## config.mk

```make
export PLATFORM = sky130hd
export DESIGN_NAME = uart_tx_framer
export DESIGN_NICKNAME = d
export VERILOG_FILES = /design/src/rtl/uart_tx_framer.sv
export SDC_FILE = /design/constraint.sdc
export NUM_CORES = 1
export LEC_CHECK = 0
export CAP_MARGIN = 20
export CORE_MARGIN = 2
export CORE_UTILIZATION = 45
export CTS_CLUSTER_DIAMETER = 40
export DETAILED_ROUTE_END_ITERATION = 8
export GPL_ROUTABILITY_DRIVEN = 0
export PLACE_DENSITY = 0.74
export SYNTH_ARGS = -nofsm -noshare
export SYNTH_HDL_FRONTEND = slang
export SYNTH_SLANG_ARGS = --single-unit
```

## constraint.sdc

```tcl
create_clock -name CLK -period 4.3 [get_ports CLK]
set_input_delay 0.86 -clock CLK [delete_from_list [all_inputs] [get_ports CLK]]
set_output_delay 0.86 -clock CLK [all_outputs]
set_load 0.05 [all_outputs]
```

## src/rtl/uart_tx_framer.sv

```systemverilog
// UART transmit framer: start bit, LSB-first data, optional parity,
// one or two stop bits, with back-to-back frames on the final stop bit.
module uart_tx_framer #(
  parameter int DATA_WIDTH = 8
) (
  input  logic                  CLK,
  input  logic                  RST,
  input  logic [DATA_WIDTH-1:0] P_DATA,
  input  logic                  DATA_VALID,
  input  logic                  PAR_EN,
  input  logic                  PAR_TYP,
  input  logic                  STOP2,
  output logic                  TX_OUT,
  output logic                  BUSY,
  output logic                  TX_DONE
);

  localparam int IW = (DATA_WIDTH > 1) ? $clog2(DATA_WIDTH) : 1;
  localparam logic [IW-1:0] LAST_IDX = IW'(DATA_WIDTH - 1);

  localparam logic [2:0] IDLE   = 3'd0;
  localparam logic [2:0] START  = 3'd1;
  localparam logic [2:0] DATA   = 3'd2;
  localparam logic [2:0] PARITY = 3'd3;
  localparam logic [2:0] STOP   = 3'd4;

  logic [2:0]            state_q, state_d;
  logic [DATA_WIDTH-1:0] shreg_q, shreg_d;
  logic [IW-1:0]         idx_q, idx_d;
  logic                  par_en_q, par_en_d;
  logic                  par_bit_q, par_bit_d;
  logic                  stop2_q, stop2_d;
  logic                  tx_d, busy_d, done_d;
  logic                  accept;

  // TX_DONE marks the final stop bit, so it doubles as the re-accept window
  assign accept = DATA_VALID &&
                  ((state_q == IDLE) || ((state_q == STOP) && TX_DONE));

  always_comb begin
    state_d   = state_q;
    shreg_d   = shreg_q;
    idx_d     = idx_q;
    par_en_d  = par_en_q;
    par_bit_d = par_bit_q;
    stop2_d   = stop2_q;
    tx_d      = TX_OUT;
    busy_d    = BUSY;
    done_d    = TX_DONE;
    if (accept) begin
      shreg_d   = P_DATA;
      par_en_d  = PAR_EN;
      // parity is fixed at accept time because the word is shifted away
      par_bit_d = (^P_DATA) ^ PAR_TYP;
      stop2_d   = STOP2;
      idx_d     = '0;
      state_d   = START;
      tx_d      = 1'b0;
      busy_d    = 1'b1;
      done_d    = 1'b0;
    end else begin
      unique case (state_q)
        START: begin
          state_d = DATA;
          tx_d    = shreg_q[0];
          shreg_d = shreg_q >> 1;
          idx_d   = '0;
        end
        DATA: begin
          if (idx_q == LAST_IDX) begin
            if (par_en_q) begin
              state_d = PARITY;
              tx_d    = par_bit_q;
            end else begin
              state_d = STOP;
              tx_d    = 1'b1;
              done_d  = !stop2_q;
            end
          end else begin
            tx_d    = shreg_q[0];
            shreg_d = shreg_q >> 1;
            idx_d   = idx_q + 1'b1;
          end
        end
        PARITY: begin
          state_d = STOP;
          tx_d    = 1'b1;
          done_d  = !stop2_q;
        end
        STOP: begin
          if (TX_DONE) begin
            state_d = IDLE;
            tx_d    = 1'b1;
            busy_d  = 1'b0;
            done_d  = 1'b0;
          end else begin
            done_d  = 1'b1;
          end
        end
        default: begin
          state_d = IDLE;
          tx_d    = 1'b1;
          busy_d  = 1'b0;
          done_d  = 1'b0;
        end
      endcase
    end
  end

  always_ff @(posedge CLK or posedge RST) begin
    if (RST) begin
      state_q   <= IDLE;
      shreg_q   <= '0;
      idx_q     <= '0;
      par_en_q  <= 1'b0;
      par_bit_q <= 1'b0;
      stop2_q   <= 1'b0;
      TX_OUT    <= 1'b1;
      BUSY      <= 1'b0;
      TX_DONE   <= 1'b0;
    end else begin
      state_q   <= state_d;
      shreg_q   <= shreg_d;
      idx_q     <= idx_d;
      par_en_q  <= par_en_d;
      par_bit_q <= par_bit_d;
      stop2_q   <= stop2_d;
      TX_OUT    <= tx_d;
      BUSY      <= busy_d;
      TX_DONE   <= done_d;
    end
  end

endmodule
```

-- After elaboration in Yosys (flattened, before gate mapping)
Index checks and enable logic that the tools add are counted.
- bits in registers: 20
- bits in latches: 0
- memory bits (writable): 0
- memory bits (read-only): 0
- input bits: 14
- logic and storage cells: 58
- memories kept: 0
- add/sub/neg operators: 1
- $mul: 0
- div/mod/pow operators: 0
- magnitude comparators: 0
- equal/unequal tests: 11
- shift operators: 0
- muxes and demuxes: 24
- bitwise logic cells: 1
- reduce and logical (&&, ||, !) cells: 12
- operator list (cell ; number):
    $mux W3 ; 6
    $mux W8 ; 2
    $pmux W8 S2 ; 1
    $ne A3 B3 Y1 const B ; 4
    $pmux W3 S4 ; 1
    $mux W1 ; 10
    $reduce_xor A8 Y1 ; 1
    $eq A3 B2 Y1 const B ; 2
    $eq A3 B3 Y1 const B ; 2
    $pmux W3 S2 ; 1
    $reduce_and A2 Y1 ; 3
    $pmux W1 S4 ; 1
    $add A3 B1 Y3 const B ; 1
    $eq A3 B1 Y1 const B ; 1
    $logic_not A3 Y1 ; 1
    $pmux W1 S3 ; 1
    $reduce_and A3 Y1 ; 1
    $reduce_bool A3 Y1 ; 1
    $reduce_or A3 Y1 ; 1
    $logic_and A1 B1 Y1 ; 2
    $ne A2 B1 Y1 const B ; 1
    $ne A2 B2 Y1 const B ; 1
    $pmux W1 S2 ; 1
    $logic_not A1 Y1 ; 1
    other kinds (2) ; 2

-- Depth between registers and ports, before layout
- depth after elaboration: 6
- depth in mapped cells: 7
- depth with buffers taken out: 6

-- Worst setup path after synthesis
OpenSTA, ideal clock, no wires.
- kind: input -> register
- start: in P_DATA[2]
- end: reg par_bit_q
- arrival time: 1602 ps
- required time: 4164 ps
- path slack: 2561 ps
- cell stages on the path: 4
- cell sequence: xor2_1 > xnor3_1 > xnor2_1 > o21ai_0
- cells in the longest elaborated chain, start to end: 2
- RTL lines (item ; line ; text):
    start, declared ; 8 ; input logic [DATA_WIDTH-1:0] P_DATA,
    $reduce_xor A8 Y1 ; 54 ; par_bit_d = (^P_DATA) ^ PAR_TYP;
    $xor A1 B1 Y1 ; 54 ;
    end signal, assigned ; 126 ; par_bit_q <= par_bit_d;
    end, declared ; 31 ; logic par_bit_q, par_bit_d;
No other way between the ends.
A chain may end at the register's enable or synchronous reset.

-- Worst setup path after layout
- start: reg TX_OUT
- end: out TX_OUT
- RTL lines (item ; line ; text):
    start, declared ; 13 ; output logic TX_OUT,
    start signal, assigned ; 128 ; TX_OUT <= tx_d;
No word-level cell between the ends.

==> results_dict.tcl <==
set metrics [dict create \
    pwr-share-comb 0.472 \
    cellPowerDensity_nw_per_um2 702.3 \
    start_kind "register" \
    drc_errors 0 \
    path_class "reg -> out" \
    antenna_cells 0 \
    slew_headroom 0.5001 \
    clock_power_share 0.120 \
    core_sq_um 2255 \
    cts_tree "done" \
    async_flop_share 1.000 \
    wl_per_cell_microns 13.83 \
    crit_family "buffers and inverters" \
    grt_max_degree 26 \
    dp_hpwl_microns 1434 \
    synth_seq_area_share 0.4599 \
    cts-root-buf "clkbuf_4" \
    period_share 0.5785 \
    clock_latency_ps 300 \
    synth_seq_cells 20 \
    top_regs "shreg_q: 8 flops, idx_q: 3 flops, state_q: 3 flops" \
    yosysWarnings 0 \
    power.switching_mw 0.3661 \
    grt_pass1_vias 833 \
    crit_chain "clkdlybuf4s50_1" \
    postCtsHoldBufs 0 \
    num_rows 17 \
    critPathMaxFanout 2 \
    fin_worst_skew_ps 6.681 \
    power.total_mw 0.9007 \
    syn_avg_cell_area_sq_um 10.59 \
    top_register "shreg_q" \
    cts.clk_slew.worst_paths_ps 100 \
    pwr-share-seq 0.408 \
    holdWs_ps 493.1 \
    synthFlopType "dfrtp_1" \
    internal_power_mw 0.5346 \
    period_needed_ps 2488 \
    die_y_microns 53.24 \
    gr-total-overflow 0 \
    syn_area_sq_um 1091 \
    post_cts_buffers 0 \
    postRouteAntennaNets 0 \
    drt_iter0_drc 10 \
    grt_setup_unrepaired "false" \
    max_stage_delay_ps 790 \
    dieArea_sq_um 2835 \
    min_path_type "reg -> reg" \
    critical_path_required_ps 3440 \
    critPathBufInv 1 \
    finalSetupTns_ps 0 \
    dr_total_vias 785 \
    routed_via_density 5.414 \
    dr.pass1.iters 4 \
    sw_frac_of_total 0.4065 \
    synth_edf_count 0 \
    max_freq_mhz 402.0 \
    hold_violations 0 \
    drv_slew 0 \
    final_nets 134 \
    cap_viol_max_count 0 \
    syn_inst 103 \
    cts_buffers 3 \
    cts_buffer_depth 2 \
    antenna_found_initial 0 \
    totalWireLength_microns 2006 \
    endpoint_kind "output pin" \
    cp_slowest_cell "clkdlybuf4s50_1" \
    syn_to_final_growth_pct 17.55 \
    setup_viol 0 \
    arrival_ps 1630 \
    synth_fp_nets 119 \
    grt_pass1_wl_microns 3588 \
    tightest_slew_ps 749.1 \
    die_x_microns 53.24 \
    largest_register_ff_count 8 \
    pin_count 17 \
    cts_resized 0 \
    ys_types 37 \
    run_status "finished clean" \
    fillers 209 \
    drive_above_1_share 0.1111 \
    clock-sinks 20 \
    initial_core_util 0.4839 \
    leakagePower_nw 0.5493 \
    h-tree-depth 1 \
    ir_drop_mv 0.4103 \
    port_buffers 16 \
    track_usage 0.1774 \
]
through the flow:
step | std cells | utilization | cell area (sq um) | setup slack (ps)
after global routing | 145 | 0.5688 | 1282 | 1768
after floorplan | 103 | - | 1091 | 2561
final | 145 | 0.5688 | 1282 | 1812
after global placement | 141 | 0.5527 | 1246 | 1969
after CTS | 145 | 0.5688 | 1282 | 1799
after detailed placement | 141 | 0.5527 | 1246 | 1953
synthesized netlist by cell type, types with 2 or more instances:
cell / number / area (sq um)
dfrtp_1: 19 / 475.5
a21oi_1: 10 / 50.05
nor2_1: 10 / 37.54
mux2i_1: 8 / 80.08
o21ai_0: 5 / 25.02
inv_1: 4 / 15.01
nand2_1: 4 / 15.01
xnor2_1: 4 / 35.03
nand2b_1: 3 / 18.77
a32o_1: 2 / 20.02
buf_2: 2 / 10.01
buf_4: 2 / 15.01
ha_1: 2 / 25.02
mux2_2: 2 / 22.52
nor2b_1: 2 / 12.51
o221ai_1: 2 / 17.52
xor2_1: 2 / 17.52
final timing paths:
path                            from          to  slack (ps)  cells after the start
min in group asynchronous        RST        BUSY         980                      2
min reg2reg                par_bit_q   par_bit_q         490                      2
min                        par_bit_q   par_bit_q         490                      2
max                           TX_OUT      TX_OUT        1810                      1
max reg2reg                 idx_q[0]  shreg_q[0]        2450                      6
max in group asynchronous        RST  state_q[0]        2850                      2
area by class of cell:
cell class / count / area [sq um] / area share
multi-input cells: 73 / 534.3 / 0.4166
flip-flops and latches: 20 / 501.7 / 0.3912
repair buffers: 16 / 160.2 / 0.1249
clock buffers: 4 / 36.28 / 0.02829
well taps: 28 / 35.03 / 0.02732
inverters: 4 / 15.01 / 0.01171
cell families after synthesis:
kind of cell             count (synthesis)  synth area share
AND/OR/NAND/NOR                         28            0.1468
XOR/XNOR                                 7           0.06881
AO/OA/AOI/OAI                           26            0.1571
adder cells (fa/ha/maj)                  2           0.02293
buffers and inverters                   10           0.05045
flip-flops                              20            0.4599
multiplexers                            10           0.09404
per-layer routing:
metal	vias to the layer above	routed length (microns)	track usage
met1	376	923	0.2152
li1	391	-	-
met2	16	993	0.3004
met3	2	73	0.05085
met5	-	0	0
met4	0	16	0.05556
power by group through the flow:
stage / Combinational (mW) / Sequential, mW / Clock (mW)
floorplan: 0.358 / 0.362 / 0
global placement: 0.413 / 0.365 / 0
detailed placement: 0.428 / 0.370 / 0
CTS: 0.431 / 0.366 / 0.113
global route: 0.475 / 0.381 / 0.121
finish: 0.425 / 0.367 / 0.108
cell usage in the layout (no fill, tap or decap), types with 2 or more instances in the layout:
master	Yosys	final
a21oi_1	10	10
a32o_1	2	2
clkbuf_4	0	3
clkdlybuf4s50_1	0	16
dfrtp_1	19	19
ha_1	2	2
inv_1	4	4
mux2_2	2	2
mux2i_1	8	8
nand2_1	4	4
nand2b_1	3	3
nor2_1	10	10
nor2b_1	2	2
o21ai_0	5	5
o221ai_1	2	2
xnor2_1	4	4
xor2_1	2	2
No activity file was read; power rests on OpenSTA's default activity.
==> edit 1 (same flow settings) <==
Set the parameter `DATA_WIDTH` to 16 (it was 8).
--- a/src/rtl/uart_tx_framer.sv
+++ b/src/rtl/uart_tx_framer.sv
@@ -3,3 +3,3 @@
 module uart_tx_framer #(
-  parameter int DATA_WIDTH = 8
+  parameter int DATA_WIDTH = 16
 ) (
Interface: changed (resized P_DATA); port bits go from 17 to 25. The function was not compared with the original's and may differ.
==> edit 1 against the unedited design <==
Wire length is 54% higher; critical path depth did not move; die area grew 42%; register-to-register slack got worse by 0.06 ns; sequential power increased by 36%; design area up 51%; worst setup slack lost 0.010 ns; synthesized area is 45% higher; sequential cell count up 9; final cell count increased by 61%; fmax fell by 0.40%; power rose by 41%.
==> edit 1: results (changes against the unedited design) <==
[synth]
synthCells=161  ; +56%
synthTopCellsByCount=dfrtp_1, nand2_1, o21ai_1
syn_nets=184  ; +55%
netlist_top_cells_area=dfrtp_1, mux2i_1, o21ai_1
synth_compound_area_frac=0.1412  ; -0.01594
synthXorXnorAreaFrac=0.09148  ; +0.02268

[grt]
use_met2=0.2855  ; -0.01489
grt_max_degree=35  ; +35%
use_met3=0.03750  ; -0.01335

[cells_and_area]
drive_above_1_share=0.07979  ; -0.03132

[detailed_routing]
drt-met1-wl_um=1426  ; +54%
drt-vias-per-instance=5.179  ; -4.3%
wl_met3_um=97  ; +33%

[pwr]
powerClk_w=0.000173  ; +60%
ir_drop_mv=0.2450  ; -40%
p_int_w=0.0007343  ; +37%

[setup_path]
r2r-end=shreg_q[11]
ff2ff_path_depth=4  ; -2
regToRegSetupSlack_ns=2.39  ; -0.06 ns

[status]
status=complete, no violations

[place]
pre_cts_slack_ns=1.689  ; -0.2643 ns

[clock_tree]
htree_num_levels=2  ; +1
numCtsBuffers=5  ; +2

[timing]
max-slew-margin-rel=0.4755  ; -0.02458
finalClockSkew_ns=0.01138  ; +0.004702 ns
fin_hold_ws_ns=0.5016  ; +0.008452 ns

[min_path]
holdPathEnd=shreg_q[4]

-- edit 1: cell count changes in the layout (fill, tap and decap cells not counted), sizes merged, moves of 2 or more --
cell,change
xnor2,+8
nor2,-3
dfrtp,+9
nand2b,+3
nand2,+21
clkdlybuf4s50,+8
o21ai,+21
o221ai,-2
a21oi,-2
mux2i,+8
a32o,-2
buf,+2
clkbuf,+4
-- edit 1: how the worst max path moves through the flow --
stage                        endpoint  cells past startpoint       start  slack, ns
after floorplan             par_bit_q                      5   P_DATA[8]       2.43
after global placement    shreg_q[10]                      5  DATA_VALID       1.76
after detailed placement  shreg_q[11]                      5  DATA_VALID       1.69
after CTS                      TX_OUT                      1      TX_OUT       1.79
after global routing           TX_OUT                      1      TX_OUT       1.76
final                          TX_OUT                      1      TX_OUT       1.80
-- edit 1: area by class of cell --
type	count	area, um^2
fill	321	1423
multi-input combinational	121	807.0
sequential	29	726.9
timing repair buffer	26	275.3
clock buffer	8	58.81
tap	46	57.56
inverter	4	15.01
==> edit 2 (same settings) <==
Without the edit above. Take the reset off `shreg_q` and load it in a clocked block of its own.
--- a/src/rtl/uart_tx_framer.sv
+++ b/src/rtl/uart_tx_framer.sv
@@ -112,3 +112,2 @@
       state_q   <= IDLE;
-      shreg_q   <= '0;
       idx_q     <= '0;
@@ -122,3 +121,2 @@
       state_q   <= state_d;
-      shreg_q   <= shreg_d;
       idx_q     <= idx_d;
@@ -133,2 +131,6 @@
 
+  always_ff @(posedge CLK) begin
+    shreg_q <= shreg_d;
+  end
+
 endmodule
Function: no difference found for any inputs over 10 cycles, from zero or initial values and one cycle with RST high; that may be too few to reach the edited logic, so the function may still have changed.
==> edit 2 against the unedited design <==
Power down 7.4%; fmax up 0.38%; critical endpoint unchanged; critical path depth unchanged; synthesized area down 3.4%; non-clock buffer count unchanged; wire length down 10%; sequential cell count unchanged; design area down 2.6%; core utilization down 0.43 points; via count down 11%; worst setup slack better by 0.0094 ns; sequential power up 4%.
==> edit 2: results (changes against the unedited design) <==
[status]
status=complete, no violations

[clock_tree]
clk_path_buf_depth=2  ; unchanged
numCtsBuffers=3  ; unchanged

[min_path]
min-delay-start=TX_OUT
holdPathEnd=TX_OUT
min_path_cells=2  ; unchanged

[synth]
syn_nets=107  ; -10%
synth_top_area_frac=0.2613  ; -0.1745
async_flop_share=0.6000  ; -0.4000
ys_types=35  ; -5.4%
ys_seq_area_frac=0.5143  ; +0.05439
netlist_top_cells_area=dfrtp_1, edfxtp_1, mux2_2
synthTopCellsByCount=nand2_1, dfrtp_1, edfxtp_1
synth_edf_count=8  ; +8
synthCells=91  ; -12%

[setup_path]
regToRegSetupSlack_ns=2.25  ; -0.20 ns
r2r-end=shreg_q[5]
critPathTopFamily=buffers and inverters

[place]
hpwlAfterDp_um=1375  ; -4.1%
pre_cts_slack_ns=1.767  ; -0.1860 ns

[detailed_routing]
drt_iter0_markers=2  ; -8
drt-vias-per-instance=5.154  ; -4.8%

[pwr]
ir_drop_mv=0.3902  ; -4.9%
p_switching_w=0.0003127  ; -15%
p_leak_nw=0.5327  ; -3.0%

[cells_and_area]
fin_cells=136  ; -6.2%
num-nets-final=125  ; -6.7%
drive_above_1_share=0.1296  ; +0.01852

[timing]
finalClockSkew_ns=0.01316  ; +0.006483 ns
tightestPinTransition_ns=0.4912  ; -0.2579 ns

[grt]
grt_max_degree=13  ; -50%
grt_use_total=0.1508  ; -0.02653
grt_pass1_wl_um=2987  ; -17%

==> edit 2: cell types whose count changed after synthesis, moves of 3 or more <==
cell | unedited run | this run
nand2_1 | 4 | 12
dfrtp_1 | 19 | 11
a21oi_1 | 10 | 0
edfxtp_1 | 0 | 8
mux2_2 | 2 | 7
nor3_1 | 1 | 4
nor2_1 | 10 | 4
mux2i_1 | 8 | 2
==> edit 2: worst max path at each step <==
stage,from,end,slack (ns)
after global placement,DATA_VALID,shreg_q[2],1.81
after floorplan,idx_q[0],shreg_q[0],2.47
after global routing,TX_OUT,TX_OUT,1.78
after CTS,TX_OUT,TX_OUT,1.81
after detailed placement,DATA_VALID,shreg_q[2],1.77
final,TX_OUT,TX_OUT,1.82
==> edit 2: logic make-up (layout without fill, tap and decap cells) <==
kind of cell	count (synthesis)	after routing	share of synthesized area
buf+inv	7	24	0.03918
fa+ha+maj	2	2	0.02375
xor+xnor	7	7	0.07126
mux	10	10	0.1081
simple gates	30	30	0.1366
flops	20	20	0.5143
compound gates	15	15	0.1069
==> edit 2: layout make-up <==
cell class | count | share of cell area
clock buffer | 4 | 0.02104
inverter | 4 | 0.01202
timing repair buffer | 16 | 0.1283
sequential | 20 | 0.4339
multi-input combinational | 64 | 0.3768
tap | 28 | 0.02806
==> edit 2: routing by layer <==
metal / vias up / track usage / part of all wire
li1: 354 / - / -
met1: 330 / 0.1835 / 0.45
met2: 15 / 0.2604 / 0.50
met3: 2 / 0.02571 / 0.048
met4: 0 / 0.06410 / 0.0078
met5: - / 0 / 0
==> edit 2: stage by stage <==
stage          utilization  total power (W)  hold slack (ns)
3_3_place_gp        0.5526        0.0007381           0.4577
4_1_cts             0.5645        0.0008475           0.4844
5_1_grt             0.5645        0.0009027           0.5108
6_report            0.5645        0.0008343           0.4816
2_1_floorplan            -        0.0006741           0.4413
3_5_place_dp        0.5526        0.0007543           0.4673
==> edit 2: power by group through the flow <==
stage | clock, W | sequential (W) | combinational, W
after global placement | 0 | 0.000384 | 0.000354
after detailed placement | 0 | 0.000387 | 0.000367
after CTS | 0.0000939 | 0.000384 | 0.000370
after floorplan | 0 | 0.000396 | 0.000278
final | 0.0000903 | 0.000382 | 0.000362
after global routing | 0.000102 | 0.000396 | 0.000405
==> edit 2: tightest hold or removal path: cells and delay by family, from the launching register on <==
family,cells,cell delay [ns]
AO/OA/AOI/OAI,1,0.06
AND/OR/NAND/NOR,1,0.05
flip-flops,1,0.38
